===== config.mk =====
export PLATFORM = sky130hd
export DESIGN_NAME = fwd_operand_unit
export DESIGN_NICKNAME = d
export VERILOG_FILES = /design/src/rtl/fwd_operand_unit.sv
export SDC_FILE = /design/constraint.sdc
export NUM_CORES = 1
export LEC_CHECK = 0
export CORE_AREA = 2 2 103 105
export CTS_CLUSTER_SIZE = 8
export DETAILED_ROUTE_END_ITERATION = 12
export DIE_AREA = 0 0 105 107
export PLACE_DENSITY = 0.8
export SLEW_MARGIN = 20
export SYNTH_ARGS = -nofsm -noshare
export SYNTH_HDL_FRONTEND = slang
export SYNTH_SLANG_ARGS = --single-unit

===== constraint.sdc =====
create_clock -name CLK -period 3.82 [get_ports CLK]
set_input_delay 0.382 -clock CLK [delete_from_list [all_inputs] [get_ports CLK]]
set_output_delay 0.382 -clock CLK [all_outputs]
set_load 0.05 [all_outputs]

===== src/rtl/fwd_operand_unit.sv =====
// Operand forwarding unit: tracks in-flight destinations over STAGES stages, picks the youngest ready producer
// per source operand and raises a load-use stall. Optional stall counter built when FWD_PERF_EN is defined.
module fwd_operand_unit #(
  parameter int DATA_W           = 32,
  parameter int REG_AW           = 5,
  parameter int STAGES           = 3,
  parameter int NOPS             = 2,
  parameter int LOAD_READY_STAGE = 1,
  localparam int SELW            = $clog2(STAGES + 1)
) (
  input  logic                     CLK,
  input  logic                     nRST,
  input  logic                     stall_ext,
  input  logic                     flush,
  input  logic                     id_valid,
  input  logic                     id_wen,
  input  logic [REG_AW-1:0]        id_wsel,
  input  logic                     id_is_load,
  input  logic [NOPS*REG_AW-1:0]   id_rsel,
  input  logic [NOPS*DATA_W-1:0]   id_rdat,
  input  logic [STAGES*DATA_W-1:0] stage_result,
  input  logic                     cnt_clr,
  output logic [NOPS*DATA_W-1:0]   op_out,
  output logic [NOPS*SELW-1:0]     fwd_sel,
  output logic                     hazard_stall,
  output logic [15:0]              stall_count
);

  logic [STAGES-1:0] vld_q, vld_d;
  logic [STAGES-1:0] wen_q, wen_d;
  logic [STAGES-1:0] ld_q, ld_d;
  logic [REG_AW-1:0] wsel_q [STAGES];
  logic [REG_AW-1:0] wsel_d [STAGES];
  logic [NOPS-1:0]   unres;
  logic              hit;

  // Stage 0 is the youngest entry; a stalled or flushed ID slot enters as a bubble.
  always_comb begin
    vld_d  = vld_q;
    wen_d  = wen_q;
    ld_d   = ld_q;
    wsel_d = wsel_q;
    if (!stall_ext) begin
      for (int k = STAGES - 1; k > 0; k--) begin
        vld_d[k]  = vld_q[k-1];
        wen_d[k]  = wen_q[k-1];
        ld_d[k]   = ld_q[k-1];
        wsel_d[k] = wsel_q[k-1];
      end
      vld_d[0]  = id_valid && !hazard_stall && !flush;
      wen_d[0]  = id_wen;
      ld_d[0]   = id_is_load;
      wsel_d[0] = id_wsel;
    end
  end

  always_ff @(posedge CLK or negedge nRST) begin
    if (!nRST) begin
      vld_q <= '0;
      wen_q <= '0;
      ld_q  <= '0;
      for (int k = 0; k < STAGES; k++) wsel_q[k] <= '0;
    end else begin
      vld_q  <= vld_d;
      wen_q  <= wen_d;
      ld_q   <= ld_d;
      wsel_q <= wsel_d;
    end
  end

  // Only the youngest match is considered; an unready youngest load blocks older stages.
  always_comb begin
    op_out  = id_rdat;
    fwd_sel = '0;
    unres   = '0;
    hit     = 1'b0;
    for (int i = 0; i < NOPS; i++) begin
      hit = 1'b0;
      for (int k = 0; k < STAGES; k++) begin
        if (!hit && vld_q[k] && wen_q[k] &&
            (wsel_q[k] == id_rsel[i*REG_AW +: REG_AW]) &&
            (id_rsel[i*REG_AW +: REG_AW] != '0)) begin
          hit = 1'b1;
          if (ld_q[k] && (k < LOAD_READY_STAGE)) begin
            unres[i] = 1'b1;
          end else begin
            fwd_sel[i*SELW +: SELW]  = SELW'(k + 1);
            op_out[i*DATA_W +: DATA_W] = stage_result[k*DATA_W +: DATA_W];
          end
        end
      end
    end
  end

  assign hazard_stall = id_valid && (|unres);

`ifdef FWD_PERF_EN
  logic [15:0] stall_cnt_q, stall_cnt_d;

  always_comb begin
    stall_cnt_d = stall_cnt_q;
    if (cnt_clr) begin
      stall_cnt_d = '0;
    end else if (hazard_stall && !stall_ext && (stall_cnt_q != 16'hFFFF)) begin
      stall_cnt_d = stall_cnt_q + 16'd1;
    end
  end

  always_ff @(posedge CLK or negedge nRST) begin
    if (!nRST) stall_cnt_q <= '0;
    else       stall_cnt_q <= stall_cnt_d;
  end

  assign stall_count = stall_cnt_q;
`else
  logic unused_cnt_clr;
  assign unused_cnt_clr = cnt_clr;
  assign stall_count    = '0;
`endif

endmodule


==> results.md <==
Placed design:
- The placed instance area is 6710 µm².
- OpenSTA, run right after detailed placement, puts the worst setup slack at roughly 0.032 ns.
- The final HPWL from detailed placement is 12.9 mm.
- In this run the tool buffered the top-level ports with 250 buffer cells.
- The final RePlAce weighted congestion is about 0.95.

Clocking:
- Clock-pin slew was measured on the worst setup and hold paths at approximately 0.070 ns.
- The clock passes through at most 2 buffers.
- TritonCTS built the clock tree.
- The tree is rooted in a clkbuf_8.
- The clock drives 22 sinks.
- The later-pin clock latency in the skew report is 0.25 ns.
- CTS built an H-tree with a depth of 1.
- The clock buffer count from CTS is 3.
- Post-CTS timing repair inserted 0 buffers for setup.
- The total of hold buffers inserted after clock tree synthesis is 0.
- The number of gates resized after CTS was 0.

GRT:
- The total grt overflow is 0.
- Entering global routing, the biggest net connects 34 pins.
- The first-pass GRT wire length is 24.9 mm.
- The via count of the first global-routing pass came to approximately 4400.
- For this run, the total global-route usage over all layers was measured as 27.5%.
- The number of antenna violations at the first check in global routing was 0.

Yosys:
- The XOR/XNOR share of the synthesized area is 7.60%.
- The mapped netlist covers ~3500 µm².
- Sequential elements use about 16% of the synthesized area.
- The adder and majority gate portion of the synthesized area is 0%.
- Ranked by instance count, the synthesized netlist is headed by 65 x nand3_1, 64 x mux2i_1, 35 x o221ai_1, 32 x inv_1, 29 x o221ai_2.
- The compound-cell area share of the yosys netlist is 24.2%.
- In this run the mean area of a mapped cell was 8.79 µm².
- Ranked by total cell area, the synthesized netlist is headed by mux2i_1 19%, dfrtp_1 16%, o221ai_2 13%.
- The simple-gate share of the synthesized area is roughly 15%.
- The portion of netlist area occupied by mux cells is 25.4%.
- Counting flops with a built-in enable in the synthesized netlist gives 0.
- After synthesis, the largest family of logic cells by area is multiplexers.
- The main flop type after synthesis is dfrtp_1.
- After technology mapping, the gate count stands at 393.
- The top-area cell type share of the netlist area is 18.5%.
- The netlist uses 35 different library cells.
- In the post-synthesis netlist, the cell with the most instances is nand3_1.
- In the synthesized netlist the async set-or-reset flop fraction comes to 100%.
- Synthesis inferred 22 register bits.
- For this run, the number of Yosys warnings is 0.
- The largest area contributor in the netlist is mux2i_1.

Power and ir drop:
- The power density over the cells is 196 nW/µm².
- The post-layout total power is 1320 µW.
- Across the VDD grid, the largest voltage drop is 0.238 mV.
- Summed over all cells, the static leakage comes to 0.00274 µW.

Finish:
- The filler cell count in the final layout is 803.
- The area growth from synthesis to layout is 95.7%.
- After the last flow step, the layout net total stands at 812.
- After routing the design area is ~6800 µm².
- In the final layout, the multi-input gates occupy 2590 µm².
- The count of inserted antenna diode cells is 0.
- The storage element area is 551 µm².
- Of the cells placed in the final design, the portion with a size suffix greater than 1 is 23.7%.

Timing:
- The fraction of the cycle the final worst path needs is about nine tenths.
- The setup-violating endpoint count in the final report is 0.
- Measured against its own limit, the worst slew margin works out to 37.5%.
- The accumulated negative setup slack is 0 ns.
- The setup skew after layout is 0.00372 ns.
- The max-slew violation total from the final report is 0.
- The hold violation count in the final report came to 0.
- The post-layout minimum cycle time is 3.42 ns.
- The measured slew at the worst slew-check pin is 0.934 ns.
- The achievable frequency is 0.292 GHz.
- The post-route worst setup slack is 0.399 ns.
- Setup repair after global routing left no endpoint under its margin.

Floorplanning:
- The number of I/O pins is 268.
- For this configuration, the core starts out at a cell density of 34.2%.
- The total number of placement rows is 37.
- The area of the die is around 11000 µm².
- The core region is 10100 µm².
- The horizontal die dimension is 105 µm.
- Measured along the y axis, the die boundary spans between 100 and 150 µm.

Worst setup path:
- STA classifies the critical path endpoint as an output pin.
- The required time reported for the critical path endpoint is 3.44 ns.
- The worst setup path is launched from an input port.
- The class of the most critical setup path is in2out.
- Data arrives at the worst endpoint at just over 3 ns.
- The highest fanout seen on the critical path is 33.

Routing:
- The via count is 4261.
- The post-detailed-routing wire length is between 15 and 20 mm.
- Dividing the detail-routed wire length by the instance count gives 21.6 µm.
- The count of routing violations after the opening detailed-route iteration is 334.
- The DRC violations left is 0.
- The number of detailed-routing iterations run before antenna repair is 4.
- Dividing the detail-routed via count by the number of cells gives 5.58.
- The count of nets left with antenna violations once routing finished came out at 0.

Outcome:
- The flow ran to the end, and the final reports show no timing, DRC or antenna violations.

Worst hold path:
- The path class of the tightest hold or removal check is in2async.

Flow run:
- The tool flagged a number of max-cap violations equal to 0.
[cell families (layout without fill, tap and decap cells)]
kind of cell | Yosys count | count (layout)
AO/OA/AOI/OAI | 76 | 76
XOR/XNOR | 30 | 30
buffers and inverters | 81 | 301
flip-flops | 22 | 22
multiplexers | 85 | 85
other | 1 | 16
AND/OR/NAND/NOR | 98 | 98
[per-stage QoR]
stage          utilization [%]  hold slack [ns]  instances
3_3_place_gp              66.4            0.489        760
6_report                  67.0           0.0837        764
2_1_floorplan                -           0.0864        408
5_1_grt                   67.0            0.121        764
4_1_cts                   67.0            0.513        764
3_5_place_dp              66.4            0.495        760
[flip-flops by register name (all words and copies together) (netlist names)]
register and count:
vld_q 3, wsel_q 15, ld_q 1, wen_q 3
[path summary, 6_finish.rpt]
check | start | to | slack (ns) | depth (start not counted)
setup reg to reg | wsel_q[13]$_DFFE_PN0N_ | vld_q[0]$_DFFE_PN0N_ | 1.63 | 6
max in group asynchronous | nRST | wsel_q[7]$_DFFE_PN0N_ | 3.40 | 1
hold reg to reg | wen_q[2]$_DFFE_PN0N_ | wen_q[2]$_DFFE_PN0N_ | 0.51 | 1
min in group CLK | wen_q[2]$_DFFE_PN0N_ | wen_q[2]$_DFFE_PN0N_ | 0.51 | 1
hold / removal | nRST | wsel_q[10]$_DFFE_PN0N_ | 0.08 | 1
setup / recovery | id_rsel[5] | op_out[61] | 0.40 | 8
[cell usage in the layout (no fill, tap or decap), types with 16 or more instances in the layout]
cell	synthesis	final
nand3_1	65	65
xor2_1	19	19
buf_12	0	67
buf_4	20	17
mux2_2	21	21
mux2i_1	64	64
dfrtp_1	22	22
o221ai_1	35	35
conb_1	1	16
clkdlybuf4s50_1	0	180
o221ai_2	29	29
inv_1	32	32
[where the power goes]
part	leakage (µW)	internal [µW]	switching [µW]
sequential	0.000262	266	39.4
clock	0.0000288	91.5	66.1
combinational	0.00245	447	415
[layout make-up]
| class | instances | share of cell area [%] |
|---|---|---|
| inverters | 32 | 1.78 |
| repair buffers | 265 | 48.4 |
| multi-input cells | 305 | 38.3 |
| flip-flops and latches | 22 | 8.14 |
| well taps | 136 | 2.52 |
| clock buffers | 4 | 0.814 |
[metal layers]
layer	wire length, µm	part of all wire, %	global-route usage (%)	vias up
met3	1160	7.0	4.68	38
met5	0	0	0	-
met4	491	3.0	7.52	0
met1	6100	37	31.8	2059
met2	8720	53	51.9	223
li1	-	-	-	1941
[critical path, cell delays in order]
cell,delay [ns]
clkdlybuf4s50_1,0.54
xor2_1,0.21
nor4_1,0.60
nand2_1,0.21
a21boi_4,0.18
buf_4,0.42
o221ai_1,0.27
buf_12,0.22
No activity file was read; power rests on OpenSTA's default activity.
